## src/rtl/pipe_ctrl_pkg.sv

```systemverilog
// Shared types and sizing helpers for the pipeline hazard/stall controller.
package pipe_ctrl_pkg;

    typedef enum logic [2:0] {
        RUN,
        ISTALL,
        DSTALL,
        DRAIN,
        HALTED
    } pipeState_e;

    localparam int DEFAULT_CNT_W        = 16;
    localparam int DEFAULT_DRAIN_CYCLES = 3;

    // Drain counter must hold DRAIN_CYCLES; never let the width collapse to zero.
    function automatic int drainCntWidth(input int drainCycles);
        return (drainCycles < 1) ? 1 : $clog2(drainCycles + 1);
    endfunction

endpackage

```

## src/rtl/pipe_ctrl_sat_counter.sv

```systemverilog
// Up-counter that sticks at all-ones instead of wrapping; synchronous clear on rst.
module sat_counter
    import pipe_ctrl_pkg::*;
#(
    parameter int WIDTH = DEFAULT_CNT_W
) (
    input  logic             clk,
    input  logic             rst,
    input  logic             inc,
    output logic [WIDTH-1:0] count
);

    always_ff @(posedge clk) begin
        if (rst) begin
            count <= '0;
        end else if (inc && (count != '1)) begin
            count <= count + 1'b1;
        end
    end

endmodule

```

## src/rtl/pipe_ctrl.sv

```systemverilog
// Pipeline control: stalls, bubbles and halt sequencing for a 5-stage pipe.
module pipe_ctrl
    import pipe_ctrl_pkg::*;
#(
    parameter int DRAIN_CYCLES = DEFAULT_DRAIN_CYCLES,
    parameter int CNT_W        = DEFAULT_CNT_W
) (
    input  logic             clk,
    input  logic             rst,
    input  logic             lduse_hazard,
    input  logic             branch_taken,
    input  logic             halt_dec,
    input  logic             imem_stall,
    input  logic             imem_done,
    input  logic             dmem_stall,
    input  logic             dmem_done,
    output logic             pc_en,
    output logic             ifid_en,
    output logic             idex_en,
    output logic             exmem_en,
    output logic             memwb_en,
    output logic             ifid_flush,
    output logic             idex_flush,
    output logic             halted,
    output logic [CNT_W-1:0] stall_cnt
);

    localparam int DRAIN_W = drainCntWidth(DRAIN_CYCLES);
    localparam logic [DRAIN_W-1:0] DRAIN_LOAD = DRAIN_W'(DRAIN_CYCLES);
    localparam logic [DRAIN_W-1:0] DRAIN_ONE  = DRAIN_W'(1);

    pipeState_e         state;
    pipeState_e         resumeState;
    logic               pending;
    logic [DRAIN_W-1:0] drainCnt;
    logic [4:0]         enables;
    logic               resumeToRun;

    // An imem completion seen during (or on the last cycle of) a data stall means the fetch is already done.
    assign resumeToRun = (resumeState == ISTALL) && (pending || imem_done);

    assign {pc_en, ifid_en, idex_en, exmem_en, memwb_en} = enables;

    always_comb begin
        enables    = 5'b00000;
        ifid_flush = 1'b0;
        idex_flush = 1'b0;
        halted     = 1'b0;
        if (!rst) begin
            unique case (state)
                RUN: begin
                    if (dmem_stall) begin
                        enables = 5'b00000;
                    end else if (branch_taken) begin
                        enables    = 5'b11111;
                        ifid_flush = 1'b1;
                        idex_flush = 1'b1;
                    end else if (lduse_hazard) begin
                        enables    = 5'b00111;
                        idex_flush = 1'b1;
                    end else if (imem_stall) begin
                        enables    = 5'b01111;
                        ifid_flush = 1'b1;
                    end else begin
                        enables = 5'b11111;
                    end
                end
                ISTALL: begin
                    if (dmem_stall) begin
                        enables = 5'b00000;
                    end else if (branch_taken) begin
                        enables    = 5'b11111;
                        ifid_flush = 1'b1;
                        idex_flush = 1'b1;
                    end else if (imem_done) begin
                        enables = 5'b11111;
                    end else begin
                        enables    = 5'b01111;
                        ifid_flush = 1'b1;
                    end
                end
                DSTALL: begin
                    if (dmem_done) begin
                        enables    = 5'b11111;
                        ifid_flush = ((resumeState == ISTALL) && !resumeToRun) ||
                                     (resumeState == DRAIN);
                    end
                end
                DRAIN: begin
                    if (dmem_stall) begin
                        enables = 5'b00000;
                    end else if (branch_taken) begin
                        enables    = 5'b11111;
                        ifid_flush = 1'b1;
                        idex_flush = 1'b1;
                    end else begin
                        enables    = 5'b01111;
                        ifid_flush = 1'b1;
                    end
                end
                HALTED: begin
                    halted = 1'b1;
                end
                default: begin
                    enables = 5'b00000;
                end
            endcase
        end
    end

    always_ff @(posedge clk) begin
        if (rst) begin
            state       <= RUN;
            resumeState <= RUN;
            pending     <= 1'b0;
            drainCnt    <= '0;
        end else begin
            unique case (state)
                RUN: begin
                    if (dmem_stall) begin
                        resumeState <= RUN;
                        state       <= DSTALL;
                    end else if (branch_taken || lduse_hazard) begin
                        state <= RUN;
                    end else if (imem_stall) begin
                        state <= ISTALL;
                    end else if (halt_dec) begin
                        drainCnt <= DRAIN_LOAD;
                        state    <= (DRAIN_CYCLES == 0) ? HALTED : DRAIN;
                    end
                end
                ISTALL: begin
                    if (dmem_stall) begin
                        resumeState <= ISTALL;
                        state       <= DSTALL;
                    end else if (!branch_taken && imem_done) begin
                        state <= RUN;
                    end
                end
                DSTALL: begin
                    if (dmem_done) begin
                        state   <= resumeToRun ? RUN : resumeState;
                        pending <= 1'b0;
                    end else if (imem_done && (resumeState == ISTALL)) begin
                        pending <= 1'b1;
                    end
                end
                DRAIN: begin
                    if (dmem_stall) begin
                        resumeState <= DRAIN;
                        state       <= DSTALL;
                    end else if (branch_taken) begin
                        drainCnt <= '0;
                        state    <= RUN;
                    end else begin
                        drainCnt <= drainCnt - DRAIN_ONE;
                        if (drainCnt <= DRAIN_ONE) begin
                            state <= HALTED;
                        end
                    end
                end
                HALTED: begin
                    state <= HALTED;
                end
                default: begin
                    state <= RUN;
                end
            endcase
        end
    end

    sat_counter #(
        .WIDTH(CNT_W)
    ) stallCounter (
        .clk   (clk),
        .rst   (rst),
        .inc   (!pc_en && (state != HALTED)),
        .count (stall_cnt)
    );

endmodule

```

## config.mk

```make
export PLATFORM = sky130hd
export DESIGN_NAME = pipe_ctrl
export DESIGN_NICKNAME = d
export VERILOG_FILES = /design/src/rtl/pipe_ctrl_pkg.sv /design/src/rtl/pipe_ctrl_sat_counter.sv /design/src/rtl/pipe_ctrl.sv
export SDC_FILE = /design/constraint.sdc
export NUM_CORES = 1
export LEC_CHECK = 0
export BUFFER_PORTS_ARGS = -buffer_cell sky130_fd_sc_hd__buf_2
export CORE_MARGIN = 2
export CORE_UTILIZATION = 40
export CTS_CLUSTER_SIZE = 16
export DETAILED_ROUTE_END_ITERATION = 16
export GPL_TIMING_DRIVEN = 0
export PLACE_DENSITY = 0.72
export SYNTH_ARGS = -nofsm -noshare
export SYNTH_HDL_FRONTEND = slang
export SYNTH_SLANG_ARGS = --single-unit
```

## constraint.sdc

```tcl
create_clock -name clk -period 2.1 [get_ports clk]
set_input_delay 0.21 -clock clk [delete_from_list [all_inputs] [get_ports clk]]
set_output_delay 0.21 -clock clk [all_outputs]
set_load 0.01 [all_outputs]
```

After elaboration in Yosys (flattened, before gate mapping)
Cells that the tools add are included.
- multipliers: 0
- shifts and indexed selects: 0
- bitwise gates (word level): 0
- reduce and logical (&&, ||, !) cells: 21
- muxes and demuxes: 57
- eq/ne operators: 20
- $add $sub $neg: 2
- $lt $le $gt $ge: 1
- div/mod/pow operators: 0
- operators with widths (cell ; number):
    $mux 5 ; 11
    $mux 3 ; 14
    $mux 1 ; 20
    $pmux 5 s4 ; 1
    $ne 2x2->1 const B ; 9
    $add 16x1->16 const B ; 1
    $ne 16x16->1 const B ; 1
    $pmux 3 s5 ; 1
    $mux 2 ; 6
    $eq 3x2->1 const B ; 3
    $pmux 3 s3 ; 1
    $reduce_and 4->1 ; 2
    $eq 3x1->1 const B ; 2
    $logic_and 1x1->1 ; 6
    $ne 3x3->1 const B ; 2
    $reduce_and 6->1 ; 1
    $ne 5x5->1 const B ; 1
    $ne 4x4->1 const B ; 1
    $pmux 1 s4 ; 1
    $pmux 2 s2 ; 1
    $reduce_bool 2->1 ; 2
    $eq 3x3->1 const B ; 1
    $logic_not 1->1 ; 3
    $logic_not 3->1 ; 1
    7 further kinds ; 9
- register bits after elaboration: 25
- input bits: 9
- latch bits: 0
- bits in read-only memories: 0
- output and inout port bits: 24
- memories kept: 0
- bits in writable memories: 0

Logic depth before layout (Yosys ltp)
Gate-level depths: netlist of the first run.
- depth in word-level cells: 9
- depth in mapped cells: 8

By module
From an unflattened synthesis of the first run, not the netlist that was laid out.
- cells, all modules: 194
- area total of the unflattened synthesis: 1540.2 µm²
- modules (own cells, without submodules) (module ; area each (µm²) ; cells an instance ; times used):
    sat_counter ; 848.3 ; 99 ; 1
    pipe_ctrl ; 691.9 ; 95 ; 1

Least setup slack after synthesis of the first run
OpenSTA, ideal clock, no wires.
- path kind: flip-flop to flip-flop
- from: reg state[0]
- to: reg stallCounter.count[0]
- buffers on the path: 2
- path slack: 0.246 ns
- period minus slack after synthesis: 1.854 ns
- setup time: 0.121 ns
- arrival time: 1.733 ns
- stages on the path, launching flop included: 8
- data required time: 1.979 ns
- path through: dfxtp_1 buf_6 or3b_1 a21o_1 a31oi_4 buf_6 nor3_2 mux2_4
- longest elaborated chain between the ends: 6
- ends and longest elaborated chain (what ; line ; RTL):
    start, declared ; pipe_ctrl.sv:32 ; pipeState_e state;
    start signal, assigned ; pipe_ctrl.sv:129 ; state <= (DRAIN_CYCLES == 0) ? HALTED : DRAIN;
    start signal, assigned ; pipe_ctrl.sv:142 ; state <= resumeToRun ? RUN : resumeState;
    $eq 3x2->1, or another cell as far along ; pipe_ctrl.sv:50 ; unique case (state)
    $pmux 5 s4 ; pipe_ctrl.sv:50 ;
    $mux 5 ; pipe_ctrl.sv:49 ; if (!rst) begin
    $logic_not 1->1 ; pipe_ctrl.sv:177 ; .inc (!pc_en && (state != HALTED)),
    $logic_and 1x1->1 * ; pipe_ctrl.sv:177 ;
    $logic_and 1x1->1 * ; pipe_ctrl_sat_counter.sv:16 ; end else if (inc && (count != '1)) begin
    end signal, assigned ; pipe_ctrl_sat_counter.sv:17 ; count <= count + 1'b1;
    end, declared ; pipe_ctrl_sat_counter.sv:10 ; output logic [WIDTH-1:0] count
Every way passes the cells marked *; elsewhere a longest branch is shown, timed or not.
A chain may end at the register's enable or synchronous reset.

Worst setup path after layout of the first run
- from: reg state[0]
- to: out pc_en
- longest elaborated chain between the ends: 3
- ends and longest elaborated chain (what ; line ; RTL):
    $eq 3x2->1, or another cell as far along ; pipe_ctrl.sv:50 ;
    $pmux 5 s4 * ; pipe_ctrl.sv:50 ;
    $mux 5 * ; pipe_ctrl.sv:49 ;
    end, declared ; pipe_ctrl.sv:17 ; output logic pc_en,
Marked as above.

==> impl_results.rst, run 1 <==
.. list-table::
   :header-rows: 1

   * - Metric
     - Value
   * - Outcome
     - finished clean
   * - Worst Tran Pin Value
     - 0.537 ns
   * - Clock net sink count
     - 24
   * - Maximum net fanout on the critical path
     - 10
   * - Power consumption
     - 0.00122 W
   * - Class of the tightest hold or removal check
     - in -> reg
   * - Netlist cell types
     - 47
   * - Fraction of synthesized cell area taken by the top area cell type
     - 30.9%
   * - Vias per inst
     - 5.73
   * - Initial core utilization
     - 42.2%
   * - Ordered cell list for the critical path
     - buf_6, or3b_4, a21o_1, a31oi_4, buf_6, buf_6, buf_6
   * - Total DRC errors in the routed layout
     - 0
   * - Portion of the post-synthesis area used by sequential elements
     - 30.9%
   * - Grt ovf
     - 0
   * - Hold path depth
     - 3
   * - Average wire per standard cell
     - 14.0 um
   * - Worst Path Buf+Inv
     - 4
   * - Global-route usage over all layers
     - 18.8%
   * - Critical path's largest stage delay
     - 0.41 ns
   * - Number of hold-slack violations in the final timing report
     - 0
   * - Share of layout cells above drive strength 1
     - 28.8%
   * - Post-Layout Inst Area
     - 0.00193 mm2
   * - Std-Cell Core Area
     - 0.00369 mm2
   * - Flip-flop cell with the highest count after synthesis
     - dfxtp_1
   * - X dimension of the die
     - 66.4 um
   * - Global-route wire length before repair
     - 6.51 mm
   * - GPL Wtd Cong
     - 0.902
   * - Final period util
     - 96.7%
   * - Slew Viols, Final
     - 0
   * - YS warnings
     - 0
   * - Tmin final
     - 2.03 ns
   * - Number of nets in the layout
     - 241
   * - Total number of H-tree levels
     - 1
   * - Clock Root Buffer
     - clkbuf_8
   * - Number of filler instances in the final layout
     - 370
   * - Placed wire-length estimate after detailed placement
     - 2.64 mm
   * - Total placed instance area
     - 0.00177 mm2
   * - Mapped Cells
     - 189
   * - Worst path required time
     - 1.89 ns
   * - R2R depth
     - 8
   * - CP top delay family
     - buffers and inverters
   * - FP Rows
     - 22
   * - Cell with the most instances after synthesis
     - dfxtp_1
   * - Clock latency on the worst-skew pair
     - 0.28 ns
   * - Endpoint type of the worst setup path
     - output pin
   * - IO Pins
     - 33
   * - Maximum clock path buffer count
     - 2
   * - Antenna Cells
     - 0
   * - 1st-pass router iterations
     - 4
   * - Maximum operating frequency
     - 492 MHz
   * - Summed negative setup slack over all endpoints
     - 0 ns
   * - Mapped Nets
     - 200
   * - CP max stage cell
     - or3b_4
   * - Post-Route Skew
     - 0.0131 ns
   * - Maximum number of pins on one net before global-route repair
     - 15
   * - Clock transition at the registers of the reported paths
     - 0.10 ns
   * - Cell area after synthesis
     - 0.00156 mm2
   * - Cell types with the highest counts after synthesis
     - 24 x dfxtp_1, 15 x nor2_1, 12 x a21oi_1, 12 x or4_1
   * - Power per cell area
     - 633 mW/mm2
   * - Worst hold margin
     - 0.300 ns
   * - Cell accounting for the most synthesized area
     - dfxtp_1
   * - Via count
     - 1587
   * - Worst slew margin relative to its limit
     - 64.2%
   * - Initial antenna violation count
     - 0
   * - Inserted Clock Buffers
     - 3
   * - Growth of design area from synthesis to finish
     - 24.3%
   * - Placed insts
     - 267
   * - Post-detailed-routing wire length
     - 3.88 mm
   * - Leakage
     - 0.752 nW
   * - Number of stages on the worst setup path
     - 7
   * - Number of violations reported at the end of detailed-routing iteration 0
     - 90
   * - Number of enable-type register cells in the synthesized netlist
     - 0
   * - Port Buf Inserts
     - 30
   * - Maximum capacitance violations
     - 0
   * - ANT nets after route
     - 0
   * - Non-filler cells in the finished layout
     - 277
   * - Mean Syn Cell Area
     - 8.23 um2
   * - Most numerous cell on the critical path
     - buf_6
   * - Final Setup Violations
     - 0
   * - Die Ht
     - 66.4 um
   * - Clock tree from TritonCTS
     - built
   * - Worst Setup Path Type
     - reg -> out
   * - #FFs+latches synth
     - 24
   * - Element type at the critical path start
     - register
   * - Top cells by area, synth
     - dfxtp_1 31%, or4_1 5.8%, o31ai_1 4.3%
   * - Number of global-route vias before repair
     - 1446
   * - Asr flop ratio synth
     - 0%
   * - DIE AREA
     - 0.00440 mm2
   * - Worst Path Arrival
     - 1.82 ns
   * - Worst supply voltage drop on vdd
     - 0.380 mV
per-layer routing:
| layer | up-vias | share of wire [%] | global-route usage [%] |
|---|---|---|---|
| met5 | - | 0 | 0 |
| met4 | 0 | 1.5 | 5.87 |
| met3 | 6 | 5.3 | 4.60 |
| met2 | 43 | 48 | 31.5 |
| met1 | 740 | 45 | 23.6 |
| li1 | 798 | - | - |
power by group:
part           total [W]  leakage, nW  internal (W)  switching (W)
sequential      0.000501        0.196      0.000475      0.0000255
combinational   0.000299        0.521      0.000141       0.000158
clock           0.000424       0.0357      0.000256       0.000168
final cells by class:
| class | count | area, um2 | area share (%) |
|---|---|---|---|
| plain buffers | 15 | 93.8 | 4.85 |
| multi-input cells | 142 | 992 | 51.3 |
| inverters | 8 | 30.0 | 1.55 |
| repair buffers | 36 | 201 | 10.4 |
| clock buffers | 3 | 41.3 | 2.14 |
| flip-flops and latches | 24 | 484 | 25.0 |
| clock inverters | 1 | 30.0 | 1.55 |
| well taps | 48 | 60.1 | 3.11 |
flip-flops by register name, indices dropped and copies added (netlist names):
signal / flops
drainCnt: 2
stallCounter.count: 16
pending: 1
state: 3
resumeState: 2
kinds of logic (layout without fill, tap and decap cells):
| family | Yosys count | in the layout | share of synthesized area [%] |
|---|---|---|---|
| AND/OR/NAND/NOR | 89 | 89 | 34.8 |
| AO/OA/AOI/OAI | 46 | 46 | 20.7 |
| flip-flops | 24 | 24 | 30.9 |
| buffers and inverters | 23 | 63 | 7.80 |
| multiplexers | 5 | 5 | 4.18 |
| adder cells (fa/ha/maj) | 2 | 2 | 1.61 |
worst min-delay path, delay by kind of cell:
kind / cells / cell delay [ns]
buf+inv: 1 / 0.11
simple gates: 1 / 0.10
mux: 1 / 0.14
repair_timing:
item	4_1_cts	5_1_grt
setup endpoints to repair	2	5
buffers inserted	4	2
hold endpoints to repair	0	0
gates resized for setup	2	11
pin swaps	1	3
hold buffers	0	0
final timing paths:
| path | startpoint | endpoint | slack (ns) |
|---|---|---|---|
| worst max-delay path | state[0]$_SDFFE_PP0P_ | pc_en | 0.07 |
| worst min-delay path | rst | stallCounter.count[0]$_SDFFE_PP0P_ | 0.30 |
| worst max register to register | state[0]$_SDFFE_PP0P_ | stallCounter.count[0]$_SDFFE_PP0P_ | 0.16 |
| worst min register to register | stallCounter.count[15]$_SDFFE_PP0P_ | stallCounter.count[15]$_SDFFE_PP0P_ | 0.50 |
placed cells by master (no fill, tap or decap), types with 5 or more instances in the layout:
cell type  synthesis  final
buf_4              2      9
dfxtp_1           24     21
or4_1             12     12
o31ai_1            9      9
nand2b_1           6      6
nand2_1            9      8
nand4_1            8      8
or3_1              6      6
a21oi_1           12     12
nor2_1            15     15
inv_1              8      8
nor3_1             6      6
clkbuf_1           5      5
buf_2              4     32
through the flow:
step / setup slack, ns / utilization (%)
global placement: 0.0336 / 47.9
detailed placement: 0.0472 / 47.9
CTS: 0.0108 / 50.8
floorplan: 0.246 / -
finish: 0.0693 / 52.4
global route: -0.00367 / 52.4
Note: power is estimated with default switching activity, not from simulation.
==> run 2, diff against run 1 <==
- REMOVE_ABC_BUFFERS: default -> 1
==> run 2 against run 1 <==
- critical path depth did not move
- clock skew decreased by 0.0024 ns
- hold slack improved by 0.018 ns
- combinational power shrank 19%
- sequential share of layout area increased by 1.6 points
- critical path type is now reg -> reg
- largest cell class unchanged
- highest routed layer unchanged
==> impl_results.rst, run 2 (synthesis results as in run 1) <==
.. list-table::
   :header-rows: 1

   * - Metric
     - Value
   * - Reg-to-reg endpoint
     - stallCounter.count[5]$_SDFFE_PP0P_
   * - Final Setup Violations
     - 0
   * - Worst setup slack for register-to-register paths
     - 0.12 ns
   * - Std-Cell Core Area
     - 0.00369 mm2
   * - Post-Layout Inst Area
     - 0.00184 mm2
   * - Growth of design area from synthesis to finish
     - 18.0%
   * - Clock transition at the registers of the reported paths
     - 0.09 ns
   * - 1st-pass router iterations
     - 4
   * - Initial antenna violation count
     - 0
   * - GPL Wtd Cong
     - 0.858
   * - Global-route usage over all layers
     - 18.5%
   * - CP max stage cell
     - or4_1
   * - Number of nets in the layout
     - 226
   * - Maximum number of pins on one net before global-route repair
     - 31
   * - Total number of H-tree levels
     - 1
   * - Share of layout cells above drive strength 1
     - 26.6%
   * - ANT nets after route
     - 0
   * - Final period util
     - 94.5%
   * - Worst Tran Pin Value
     - 0.528 ns
   * - Largest registers in the final layout
     - stallCounter.count: 16 flops, state: 3 flops
   * - Placed wire-length estimate after detailed placement
     - 2.50 mm
   * - Antenna Cells
     - 0
   * - Number of filler instances in the final layout
     - 389
   * - Post-Route Skew
     - 0.0107 ns
   * - Reg-to-reg critical path startpoint
     - state[0]$_SDFFE_PP0P_
   * - Worst slew margin relative to its limit
     - 64.8%
   * - Summed negative setup slack over all endpoints
     - 0 ns
   * - FP Rows
     - 22
   * - Maximum capacitance violations
     - 0
   * - Ordered cell list for the critical path
     - or3b_4, a21o_1, a31oi_4, buf_12, buf_4, or4_1, a21oi_1
   * - Maximum clock path buffer count
     - 2
   * - Tmin final
     - 1.98 ns
   * - Worst supply voltage drop on vdd
     - 0.392 mV
   * - Outcome
     - finished clean
   * - Worst Path Arrival
     - 2.19 ns
   * - Vias per inst
     - 5.92
   * - Average wire per standard cell
     - 14.5 um
   * - Area occupied by multi-input gates
     - 990 um2
   * - Endpoint type of the worst setup path
     - register
   * - Initial core utilization
     - 42.2%
   * - Clock latency on the worst-skew pair
     - 0.27 ns
   * - Number of stages on the worst setup path
     - 7
   * - Element type at the critical path start
     - register
   * - Global-route wire length before repair
     - 6.45 mm
   * - Clock Root Buffer
     - clkbuf_8
   * - Final Util
     - 49.8%
   * - Maximum operating frequency
     - 504 MHz
   * - Number of global-route vias before repair
     - 1368
   * - Non-filler cells in the finished layout
     - 262
   * - Power per cell area
     - 633 mW/mm2
   * - Total placed instance area
     - 0.00168 mm2
   * - CP top delay family
     - simple AND/OR/NAND/NOR gates
   * - Largest register FFs
     - 16
   * - X dimension of the die
     - 66.4 um
   * - Via count
     - 1552
   * - Number of violations reported at the end of detailed-routing iteration 0
     - 111
   * - Most flops, register
     - stallCounter.count
   * - Critical path's largest stage delay
     - 0.49 ns
   * - Last element of the critical path
     - stallCounter.count[5]$_SDFFE_PP0P_
   * - Grt ovf
     - 0
   * - Setup repair after global routing missed its margin
     - no
   * - Inserted Clock Buffers
     - 3
   * - Most frequent standard cell in the layout excluding fill and tap cells
     - buf_2
   * - Port Buf Inserts
     - 32
   * - FF+latch area
     - 489 um2
   * - Die Ht
     - 66.4 um
   * - Class of the tightest hold or removal check
     - in -> reg
   * - Worst Path Buf+Inv
     - 2
   * - Slew Viols, Final
     - 0
   * - DIE AREA
     - 0.00440 mm2
   * - Worst Setup Path Type
     - reg -> reg
   * - Startpoint of the most critical setup path
     - state[0]$_SDFFE_PP0P_
   * - Hold_buf cts
     - 0
   * - Maximum net fanout on the critical path
     - 11
   * - Clock tree from TritonCTS
     - built
   * - Clock net sink count
     - 24
   * - R2R depth
     - 7
   * - IO Pins
     - 33
   * - Total DRC errors in the routed layout
     - 0
   * - Post-detailed-routing wire length
     - 3.79 mm
   * - Most frequent cells in the layout
     - 32 x buf_2, 21 x dfxtp_1, 14 x nor2_1, 12 x a21oi_1, 12 x or4_1
   * - Leakage
     - 0.695 nW
   * - Placed insts
     - 254
   * - Worst path required time
     - 2.30 ns
   * - Number of hold-slack violations in the final timing report
     - 0
==> run 2: changes by cell type in the layout (fill, tap and decap cells not counted), moves of 2 or more <==
| cell | previous run | this run |
|---|---|---|
| dfxtp_2 | 3 | 1 |
| buf_4 | 9 | 2 |
| buf_6 | 4 | 0 |
| clkbuf_1 | 5 | 0 |
| dfxtp_4 | 0 | 2 |
==> run 2: worst min path at each step <==
stage                                              from                                   to  depth (start not counted)
floorplan                                           rst   stallCounter.count[7]$_SDFFE_PP0P_                          1
global placement    stallCounter.count[15]$_SDFFE_PP0P_  stallCounter.count[15]$_SDFFE_PP0P_                          2
detailed placement  stallCounter.count[15]$_SDFFE_PP0P_  stallCounter.count[15]$_SDFFE_PP0P_                          2
CTS                                        lduse_hazard                state[0]$_SDFFE_PP0P_                          3
global route                               lduse_hazard                state[0]$_SDFFE_PP0P_                          3
finish                                     lduse_hazard                state[0]$_SDFFE_PP0P_                          3
==> run 2: timing repair <==
item	in CTS	in global routing
pin swaps	1	0
setup buffers	3	0
endpoints found under the setup margin	18	10
resized for setup	5	5
gates cloned	1	0
==> run 2: final cells by class <==
| cell class | instances | share of cell area, % |
|---|---|---|
| Timing Repair Buffer | 35 | 10.6 |
| Clock buffer | 3 | 2.25 |
| Inverter | 8 | 1.64 |
| Multi-Input combinational cell | 143 | 53.9 |
| Clock inverter | 1 | 1.64 |
| Tap cell | 48 | 3.27 |
| Sequential cell | 24 | 26.7 |
==> run 2: where the power goes <==
group	switching, W	internal, W
Sequential	0.0000360	0.000474
Combinational	0.000136	0.000108
Clock	0.000155	0.000255
==> run 2: worst reg2reg max path, stage by stage, from the launching register on <==
cell	delay, ns
dfxtp_4	0.39
or3b_4	0.26
a21o_1	0.22
a31oi_4	0.13
buf_12	0.17
buf_4	0.13
or4_1	0.49
a21oi_1	0.15
==> run 2: per-stage QoR <==
step,total power [W],hold slack [ns],worst slack [ns]
after global placement,0.000728,0.476,-0.211
after CTS,0.00117,0.304,0.0157
after detailed placement,0.000731,0.486,-0.239
final,0.00116,0.317,0.116
after global routing,0.00122,0.313,0.00303
after floorplan,0.000653,0.272,0.0126
==> run 2: layer usage <==
metal | global-route usage [%] | vias up | routed length, um
met1 | 24.9 | 718 | 1770
met5 | 0 | - | 0
met2 | 30.0 | 58 | 1750
li1 | - | 770 | -
met3 | 3.41 | 6 | 218
met4 | 5.36 | 0 | 56
==> run 3, diff against run 2 <==
- ABC_AREA: default -> 1
- PLACE_DENSITY: 0.72 -> default
==> run 3 against run 2 <==
- hold slack got worse by 0.066 ns
- critical path depth did not move
- routed wire length rose by 1.1%
- power fell by 3.1%
- first-iteration DRC count fell by 7.2%
- sequential share of layout area fell by 1.5 points
- flip-flop and latch count did not move
- utilization fell by 2.4 points
- worst setup slack improved by 0.17 ns
- register-to-register slack improved by 0.22 ns
- clock power fell by 21%
- largest cell class unchanged
- highest routed layer unchanged
==> impl_results.rst, run 3 <==
.. list-table::
   :header-rows: 1

   * - Metric
     - Value
   * - Post-detailed-routing wire length
     - 3.84 mm
   * - Asr flop ratio synth
     - 0%
   * - Non-filler cells in the finished layout
     - 347
   * - GPL Wtd Cong
     - 0.810
   * - IO Pins
     - 33
   * - Leakage
     - 0.959 nW
   * - Placed wire-length estimate after detailed placement
     - 2.83 mm
   * - Largest register FFs
     - 16
   * - DIE AREA
     - 0.00475 mm2
   * - Global Route met2 Usage
     - 26.0%
   * - Clock Power Share
     - 28.6%
   * - Total internal power
     - 0.000757 W
   * - Worst slew margin relative to its limit
     - 68.3%
   * - Clock transition at the registers of the reported paths
     - 0.09 ns
   * - Most frequent cells in the layout
     - 67 x nand2_1, 41 x nor2_1, 39 x inv_1, 32 x buf_2, 24 x dfxtp_1
   * - Number of hold-slack violations in the final timing report
     - 0
   * - Element type at the critical path start
     - register
   * - # resized after CTS
     - 0
   * - Final Setup Violations
     - 0
   * - Combinational group share of total power
     - 25.0%
   * - Clock net sink count
     - 24
   * - Power consumption
     - 0.00113 W
   * - Fraction of synthesized cell area taken by the top area cell type
     - 28.5%
   * - #FFs+latches synth
     - 24
   * - CP max stage cell
     - dfxtp_1
   * - Outcome
     - finished clean
   * - Global-route met1 utilization
     - 26.8%
   * - Maximum clock path buffer count
     - 2
   * - Growth of design area from synthesis to finish
     - 13.2%
   * - Cell accounting for the most synthesized area
     - dfxtp_1
   * - Layer with the highest usage after global routing
     - met1
   * - Global-route usage over all layers
     - 18.0%
   * - Class of the tightest hold or removal check
     - in -> reg
   * - Final period util
     - 86.3%
   * - Maximum number of pins on one net before global-route repair
     - 21
   * - YS warnings
     - 0
   * - Sw frac
     - 32.9%
   * - Placed insts
     - 343
   * - Worst path required time
     - 1.89 ns
   * - Total placed instance area
     - 0.00185 mm2
   * - Maximum operating frequency
     - 552 MHz
   * - Largest registers in the final layout
     - stallCounter.count: 16 flops, state: 3 flops
   * - Mean Syn Cell Area
     - 6.25 um2
   * - Total number of H-tree levels
     - 1
   * - Flip-flop cell with the highest count after synthesis
     - dfxtp_1
   * - Most flops, register
     - stallCounter.count
   * - Port Buf Inserts
     - 32
   * - Worst Tran Pin Value
     - 0.475 ns
   * - Clock latency on the worst-skew pair
     - 0.27 ns
   * - Critical path's largest stage delay
     - 0.49 ns
   * - Initial antenna violation count
     - 0
   * - Clock tree from TritonCTS
     - built
   * - Total DRC errors in the routed layout
     - 0
   * - Die Ht
     - 68.9 um
   * - Most numerous cell on the critical path
     - nand3_2
   * - Most frequent standard cell in the layout excluding fill and tap cells
     - nand2_1
   * - Number of global-route vias before repair
     - 1413
   * - Antenna Cells
     - 0
   * - Inserted Clock Buffers
     - 3
   * - Portion of the post-synthesis area used by sequential elements
     - 28.5%
   * - Number of enable-type register cells in the synthesized netlist
     - 0
   * - Maximum capacitance violations
     - 0
   * - Tmin final
     - 1.81 ns
   * - Initial core utilization
     - 41.9%
   * - Via count
     - 1664
   * - Vias per inst
     - 4.80
   * - Netlist cell types
     - 32
   * - Mapped Cells
     - 270
   * - Cell types with the highest counts after synthesis
     - 67 x nand2_1, 41 x nor2_1, 39 x inv_1
   * - Endpoint type of the worst setup path
     - output pin
   * - Global-route wire length before repair
     - 6.53 mm
   * - Switching power of the nets
     - 0.000371 W
   * - Grt ovf
     - 0
   * - ANT nets after route
     - 0
   * - Hold_buf cts
     - 0
   * - Met3 track demand over resource in global routing
     - 2.60%
   * - Number of nets in the layout
     - 309
   * - Number of violations reported at the end of detailed-routing iteration 0
     - 103
   * - Setup repair after global routing missed its margin
     - no
   * - Top cells by area, synth
     - dfxtp_1 28%, nand2_1 15%, nor2_1 9.1%
   * - Post-placement worst setup slack
     - 0.292 ns
   * - Post-CTS repair timing setup buffer count
     - 0
   * - Summed negative setup slack over all endpoints
     - 0 ns
   * - Worst supply voltage drop on vdd
     - 0.284 mV
   * - Cell area after synthesis
     - 0.00169 mm2
   * - Seq pwr share
     - 46.4%
   * - X dimension of the die
     - 68.9 um
   * - Post-Layout Inst Area
     - 0.00191 mm2
   * - Std-Cell Core Area
     - 0.00403 mm2
   * - 1st-pass router iterations
     - 4
   * - Maximum net fanout on the critical path
     - 18
   * - Share of layout cells above drive strength 1
     - 18.2%
   * - FP Rows
     - 23
   * - Average wire per standard cell
     - 11.1 um
   * - Ordered cell list for the critical path
     - nand2_2, nor2_2, nand3_2, nand3_2, nand2_4, inv_1, buf_2
   * - Power per cell area
     - 590 mW/mm2
   * - Cell with the most instances after synthesis
     - nand2_1
   * - Smallest setup slack after layout
     - 0.287 ns
   * - Post-Route Skew
     - 0.00285 ns
   * - Slew Viols, Final
     - 0
   * - Worst Setup Path Type
     - reg -> out
   * - Worst Path Arrival
     - 1.60 ns
   * - Clock Root Buffer
     - clkbuf_8
==> run 3: cell count changes after synthesis, moves of 6 or more <==
cell / delta
nand2b_1: -6
inv_1: +31
o21ai_0: +9
nand2_1: +58
o31ai_1: -9
or4_1: -12
nand4_1: +6
nor2_1: +26
xor2_1: +7
or3_1: -6
nand3_1: +12
==> run 3: metal layers <==
layer / vias to the layer above / wire, um
met4: 0 / 42
met5: - / 0
met1: 716 / 2020
met3: 4 / 134
met2: 27 / 1640
li1: 917 / -
==> run 3: layout make-up <==
class | count | area (um2)
Fill cell | 446 | 2120
Tap cell | 50 | 62.6
Timing Repair Buffer | 32 | 160
Inverter | 41 | 154
Sequential cell | 24 | 480
Multi-Input combinational cell | 196 | 997
Clock buffer | 4 | 55.1
==> run 3: power groups by stage <==
stage | Sequential (W) | Combinational (W) | Clock [W]
finish | 0.000523 | 0.000282 | 0.000322
global route | 0.000529 | 0.000327 | 0.000350
CTS | 0.000524 | 0.000286 | 0.000329
detailed placement | 0.000534 | 0.000285 | 0
global placement | 0.000534 | 0.000284 | 0
floorplan | 0.000537 | 0.000187 | 0
==> run 3: path summary, 6_finish.rpt <==
check / slack, ns / from / cells past startpoint / end
min: 0.25 / dmem_stall / 3 / resumeState[1]$_SDFFE_PP0P_
max reg2reg: 0.34 / stallCounter.count[1]$_SDFFE_PP0P_ / 8 / stallCounter.count[0]$_SDFFE_PP0P_
min reg2reg: 0.49 / drainCnt[0]$_SDFFE_PP0P_ / 2 / drainCnt[0]$_SDFFE_PP0P_
max: 0.29 / state[0]$_SDFFE_PP0P_ / 7 / pc_en
==> run 3: cells by family after synthesis <==
group	synth area share, %
AND/OR/NAND/NOR	43.8
buffers and inverters	12.4
AO/OA/AOI/OAI	10.2
flip-flops	28.5
XOR/XNOR	3.64
adder cells (fa/ha/maj)	1.48
==> run 3: metrics by stage <==
step	hold slack [ns]	util, %
6_report	0.251	47.4
5_1_grt	0.259	47.4
4_1_cts	0.249	47.4
3_5_place_dp	0.474	46.0
3_3_place_gp	0.467	46.0
2_1_floorplan	0.272	-
==> run 3: worst max-delay path, delay by kind of cell (launching register included) <==
kind,cells,cell delay (ns)
and+or+nand+nor,5,0.60
DFF,1,0.49
buffers and inverters,2,0.24
